### config.mk
export PLATFORM = sky130hd
export DESIGN_NAME = dispatch_router
export DESIGN_NICKNAME = d
export VERILOG_FILES = /design/src/rtl/dispatch_router.sv
export SDC_FILE = /design/constraint.sdc
export NUM_CORES = 1
export LEC_CHECK = 0
export ABC_AREA = 1
export CORE_ASPECT_RATIO = 1.75
export CORE_MARGIN = 2
export CORE_UTILIZATION = 55
export DETAILED_ROUTE_END_ITERATION = 8
export PLACE_DENSITY_LB_ADDON = 0.1
export SLEW_MARGIN = 40
export SYNTH_ARGS = -nofsm -noshare
export SYNTH_HDL_FRONTEND = slang
export SYNTH_SLANG_ARGS = --single-unit
### constraint.sdc
create_clock -name clk -period 9.35 [get_ports clk]
set_input_delay 1.87 -clock clk [delete_from_list [all_inputs] [get_ports clk]]
set_output_delay 1.87 -clock clk [all_outputs]
set_load 0.03 [all_outputs]
### src/rtl/dispatch_router.sv
//------------------------------------------------------------------------------
// dispatch_router
//   N-wide dispatch stage between rename and the ALU / LSU / BRU reservation
//   stations. Each accepted rename group is split by opcode class into three
//   small in-order FIFOs; each FIFO drains one entry per cycle into its RS.
//   Rename sees all-or-nothing backpressure so a group is never split.
//
//   Ports
//     clk, rst (async, active-low), flush, stall_dispatch
//     rename_valid / rename_instruction / rob_id : per-lane rename group
//     dispatch_ready                              : group accepted when high
//     {alu,ls,branch}_{instruction,rob_id,valid}  : FIFO head per class
//     busy_{alu,lsu,branch}                       : RS cannot accept
//     {alu,ls,branch}_count                       : FIFO occupancy
//
//   Revision: 1.0 - initial release
//------------------------------------------------------------------------------
`default_nettype none

module dispatch_router #(
  parameter int DISPATCH_WIDTH = 2,
  parameter int ROB_WIDTH      = 4,
  parameter int BUF_DEPTH      = 4,   // power of two, >= 2 and >= DISPATCH_WIDTH
  parameter int INSTR_WIDTH    = 32,  // opcode lives in bits [6:0]
  // derived
  parameter int CNT_W          = $clog2(BUF_DEPTH + 1)
) (
  input  logic                                        clk,
  input  logic                                        rst,
  input  logic                                        flush,
  input  logic                                        stall_dispatch,
  input  logic [DISPATCH_WIDTH-1:0]                   rename_valid,
  input  logic [DISPATCH_WIDTH-1:0][INSTR_WIDTH-1:0]  rename_instruction,
  input  logic [DISPATCH_WIDTH-1:0][ROB_WIDTH-1:0]    rob_id,
  output logic                                        dispatch_ready,
  output logic [INSTR_WIDTH-1:0]                      alu_instruction,
  output logic [INSTR_WIDTH-1:0]                      ls_instruction,
  output logic [INSTR_WIDTH-1:0]                      branch_instruction,
  output logic [ROB_WIDTH-1:0]                        alu_rob_id,
  output logic [ROB_WIDTH-1:0]                        ls_rob_id,
  output logic [ROB_WIDTH-1:0]                        branch_rob_id,
  output logic                                        alu_valid,
  output logic                                        ls_valid,
  output logic                                        branch_valid,
  input  logic                                        busy_alu,
  input  logic                                        busy_lsu,
  input  logic                                        busy_branch,
  output logic [CNT_W-1:0]                            alu_count,
  output logic [CNT_W-1:0]                            ls_count,
  output logic [CNT_W-1:0]                            branch_count
);

  localparam int PTR_W     = $clog2(BUF_DEPTH);
  localparam int NUM_CLASS = 3;

  localparam logic [1:0] CLS_ALU = 2'd0;
  localparam logic [1:0] CLS_LS  = 2'd1;
  localparam logic [1:0] CLS_BR  = 2'd2;

  localparam logic [6:0] OPC_LOAD   = 7'b0000011;
  localparam logic [6:0] OPC_STORE  = 7'b0100011;
  localparam logic [6:0] OPC_BRANCH = 7'b1100011;
  localparam logic [6:0] OPC_JAL    = 7'b1101111;
  localparam logic [6:0] OPC_JALR   = 7'b1100111;

  localparam logic [CNT_W:0] DEPTH_LIM = (CNT_W + 1)'(BUF_DEPTH);

  // OP_IMM, OP, LUI, AUIPC, SYSTEM and every unrecognised opcode land in the
  // ALU class, so the ROB entry of an illegal/unknown op still completes.
  function automatic logic [1:0] classify(input logic [6:0] opc);
    case (opc)
      OPC_LOAD, OPC_STORE:            classify = CLS_LS;
      OPC_BRANCH, OPC_JAL, OPC_JALR:  classify = CLS_BR;
      default:                        classify = CLS_ALU;
    endcase
  endfunction

  logic [1:0]             lane_cls [DISPATCH_WIDTH];
  logic [PTR_W-1:0]       lane_off [DISPATCH_WIDTH];
  logic [CNT_W-1:0]       need     [NUM_CLASS];
  logic [CNT_W-1:0]       count_q  [NUM_CLASS];
  logic [INSTR_WIDTH-1:0] head_instr [NUM_CLASS];
  logic [ROB_WIDTH-1:0]   head_rob   [NUM_CLASS];
  logic [NUM_CLASS-1:0]   head_valid;
  logic [NUM_CLASS-1:0]   busy_vec;
  logic                   space_ok;
  logic                   accept;

  assign busy_vec = {busy_branch, busy_lsu, busy_alu};

  // Per-lane class, per-class demand, and each lane's slot offset from the
  // class write pointer (number of older valid lanes of the same class).
  always_comb begin
    for (int c = 0; c < NUM_CLASS; c++) begin
      need[c] = '0;
    end
    for (int l = 0; l < DISPATCH_WIDTH; l++) begin
      lane_cls[l] = classify(rename_instruction[l][6:0]);
      lane_off[l] = '0;
    end
    for (int l = 0; l < DISPATCH_WIDTH; l++) begin
      for (int c = 0; c < NUM_CLASS; c++) begin
        if (rename_valid[l] && (lane_cls[l] == 2'(c))) begin
          lane_off[l] = PTR_W'(need[c]);
          need[c]     = need[c] + CNT_W'(1);
        end
      end
    end
  end

  // Space check uses registered counts only; a same-cycle pop never frees a
  // slot for this group, which keeps busy_* off the dispatch_ready path.
  always_comb begin
    space_ok = 1'b1;
    for (int c = 0; c < NUM_CLASS; c++) begin
      if (({1'b0, count_q[c]} + {1'b0, need[c]}) > DEPTH_LIM) begin
        space_ok = 1'b0;
      end
    end
  end

  assign dispatch_ready = !flush && !stall_dispatch && space_ok;
  assign accept         = dispatch_ready && (|rename_valid);

  for (genvar c = 0; c < NUM_CLASS; c++) begin : g_class
    logic [INSTR_WIDTH-1:0] mem_instr [BUF_DEPTH];
    logic [ROB_WIDTH-1:0]   mem_rob   [BUF_DEPTH];
    logic [PTR_W-1:0]       wr_ptr;
    logic [PTR_W-1:0]       rd_ptr;
    logic [CNT_W-1:0]       cnt;
    logic [CNT_W-1:0]       push_n;
    logic                   pop;

    assign head_valid[c] = (cnt != '0) && !flush;
    assign pop           = head_valid[c] && !busy_vec[c];
    assign push_n        = accept ? need[c] : '0;
    assign head_instr[c] = mem_instr[rd_ptr];
    assign head_rob[c]   = mem_rob[rd_ptr];
    assign count_q[c]    = cnt;

    // accept and pop are both forced low by flush, so the flush branch
    // only needs to clear state.
    always_ff @(posedge clk or negedge rst) begin
      if (!rst) begin
        wr_ptr <= '0;
        rd_ptr <= '0;
        cnt    <= '0;
      end else if (flush) begin
        wr_ptr <= '0;
        rd_ptr <= '0;
        cnt    <= '0;
      end else begin
        wr_ptr <= wr_ptr + PTR_W'(push_n);
        rd_ptr <= rd_ptr + PTR_W'(pop);
        cnt    <= cnt + push_n - CNT_W'(pop);
      end
    end

    // Payload storage is not reset; validity is tracked by cnt alone.
    always_ff @(posedge clk) begin
      if (accept) begin
        for (int l = 0; l < DISPATCH_WIDTH; l++) begin
          if (rename_valid[l] && (lane_cls[l] == 2'(c))) begin
            mem_instr[wr_ptr + lane_off[l]] <= rename_instruction[l];
            mem_rob[wr_ptr + lane_off[l]]   <= rob_id[l];
          end
        end
      end
    end
  end

  assign alu_valid          = head_valid[CLS_ALU];
  assign ls_valid           = head_valid[CLS_LS];
  assign branch_valid       = head_valid[CLS_BR];
  assign alu_instruction    = head_instr[CLS_ALU];
  assign ls_instruction     = head_instr[CLS_LS];
  assign branch_instruction = head_instr[CLS_BR];
  assign alu_rob_id         = head_rob[CLS_ALU];
  assign ls_rob_id          = head_rob[CLS_LS];
  assign branch_rob_id      = head_rob[CLS_BR];
  assign alu_count          = count_q[CLS_ALU];
  assign ls_count           = count_q[CLS_LS];
  assign branch_count       = count_q[CLS_BR];

endmodule

`default_nettype wire

==> run metrics <==
yosys warns 0; Mapped Cells 2751; Seq pwr share 44.2%; net count after synthesis 2865; Fin Clk Skew 0.0171 ns; DRC 0; num rows 101; fin crit share 82.3%; H-tree Lvls 2; top cells by count, synth nand2_1 (850), edfxtp_1 (432), nand3_1 (420); Die H 281 um; delay-heaviest family, CP buffers and inverters; Final Core Density 63.5%; DRT Wirelength 83800 um; RSZ-0062 raised after global routing false; TritonCTS Buffers 42; final-report hold violation count 0; vias per std cell 6.25; internal power 3.59 mW; total iterations of the first detailed-routing run 6; port bufs 201; initial antenna violation count 0; Synth top area share 53.8%; minimum clock period 7.70 ns; crit-path cells clkdlybuf4s50_1 -> nor2_1 -> nand4_1 -> nor2_2 -> ha_1 -> ha_1 -> fa_1 -> nor2_1 -> nand3b_1 -> nand3_1 -> nor2_2 -> buf_4 -> clkdlybuf4s50_1; Initial Util 55.6%; via count of the first global-routing pass 20394; CP bufs+invs 3; overall power 5.20 mW; Mapped Avg Cell Area 8.76 um2; post-route antenna net violation count 0; f_max 0.130 GHz; clk root buf clkbuf_16; Clock power frac 33.4%; vias 21203; Synth-to-Final Area Change 14.2%; pin count of the biggest net entering global routing 107; Setup CP Type in -> out; top post-synthesis cells by area edfxtp_1 (54%), nand2_1 (13%), nand3_1 (8.7%); Pwr Density 189 nW/um2; 1st-iter DRT viols 2580; Routed WL per cell 24.7 um; post-synthesis cell type count 34; Fill cells 3543; total clock sinks 453; Layout Nets 2910; ANT cells 0; Post-DP HPWL 50200 um; CP startpoint kind primary input; Max Slew Vio Count 0; max-cap violation count 0; Worst-Skew Late Latency 0.57 ns; CP max stage cell clkdlybuf4s50_1; status completed; setup repair bufs after CTS 0; Die Area 45600 um2; Synth area leader edfxtp_1; grt ovf 0; ys flop type edfxtp_1; clk slew on worst S/H paths 0.06 ns; Max Buffers Root-to-Sink 3; most frequent cell after synthesis nand2_1; hold buffers post-CTS 0; Sw Pwr 1.61 mW; register area share after synthesis 56.0%; Max VDD drop 237 uV; share of layout cells above drive strength 1 5.62%; Max Fanout on Critical Path 14; Post-synth EDFFs 432; hold crit path type reg -> reg; post-CTS resize count 0; CP required 7.48 ns; core area 43300 um2; CP Data Arrival Time 5.83 ns; Post-Syn Area 24100 um2; All-Layer GR Usage 36.7%; logic gate share of total power 22.4%; Worst setup EP type output pin; Switching Fraction 31.0%; Slew @ Worst Pin 0.947 ns; CTS tree built; Yosys reg bits 453; first-pass GRT wire length 124000 um; asr flop ratio synth 4.64%; Total Neg Setup Slack 0 ns; Rel. slew slack 36.7%; Max stage delay on crit path 0.74 ns; routability cong. 0.869; num ports 202; Hold WS 0.724 ns; # setup viols final 0; Die Width 162 um; P_leak 11.1 nW
==> worst paths after layout <==
path / from / to / slack (ns) / depth (start not counted)
setup / recovery: rename_instruction[34] / dispatch_ready / 1.65 / 13
hold / removal: g_class[0].wr_ptr[0] / g_class[0].wr_ptr[0] / 0.72 / 3
setup reg to reg: ls_count[0] / g_class[0].mem_instr[2][11] / 5.40 / 10
hold reg to reg: g_class[0].wr_ptr[0] / g_class[0].wr_ptr[0] / 0.72 / 3
max in group asynchronous: rst / g_class[0].rd_ptr[0] / 7.65 / 1
min in group asynchronous: rst / ls_count[2] / 1.30 / 1
==> sequential cells by signal (all words and copies together) (netlist names) <==
signal and flops:
g_class.wr_ptr 6, branch_count 3, g_class.mem_instr 384, g_class.mem_rob 48, alu_count 3, g_class.rd_ptr 6, ls_count 3
==> layout make-up <==
cell class	instances	area (um2)	area share [%]
Multi-Input combinational cell	1973	9220	33.5
Sequential cell	453	13500	49.1
Tap cell	566	708	2.57
Inverter	74	279	1.01
Clock buffer	50	1110	4.04
Timing Repair Buffer	252	2470	8.99
Clock inverter	25	225	0.819
==> per-stage QoR <==
step	area (um2)	worst slack [ns]	std cells
CTS	27500	1.65	3391
detailed placement	26100	1.66	3316
floorplan	24100	3.19	2751
global route	27500	1.49	3393
finish	27500	1.65	3393
global placement	26100	1.72	3313
==> kinds of logic (layout without fill, tap and decap cells) <==
family                     count (synthesis)  in the layout  share of synthesized area, %
AOI/OAI and AO/OA                        338            338                          7.64
xor gates and xnor gates                  13             13                         0.504
adders and majority gates                 33             33                          1.90
buffers and inverters                    325            401                          5.89
DFF                                      453            453                          56.0
and+or+nand+nor                         1589           1589                          28.0
==> worst register-to-register path, stage by stage, from the launching register on <==
cell      delay (ns)
dfrtp_1         0.44
ha_1            0.27
fa_1            0.47
nor2_1          0.14
nand3b_1        0.12
nand3_1         0.09
nor2_2          0.10
buf_4           0.29
nand4_4         0.61
nand2_1         0.70
buf_4           0.39
==> cells in the final DEF (no fill, tap or decap), types with 13 or more instances in the layout <==
cell / n
inv_1: 62
nand2_1: 848
nand3_1: 420
ha_1: 27
o22ai_1: 109
nor2_2: 13
nor2_1: 271
clkinv_1: 15
o21ai_0: 217
clkdlybuf4s50_1: 200
edfxtp_1: 432
clkbuf_16: 43
dfrtp_1: 18
buf_4: 44
==> power by group through the flow <==
stage	logic, mW	clock network [mW]	registers (mW)
after global placement	1.13	0	2.34
after detailed placement	1.15	0	2.34
after CTS	1.15	1.74	2.30
after floorplan	0.657	0	2.35
final	1.17	1.74	2.30
after global routing	1.23	1.81	2.30
==> routing by layer <==
layer,vias up,track usage (%),share of wire [%]
met5,-,0,0
met2,1444,61.3,48
met4,0,29.5,9.3
met3,297,5.12,9.9
li1,9444,-,-
met1,10018,41.9,33
(Power assumes the default switching activity.)
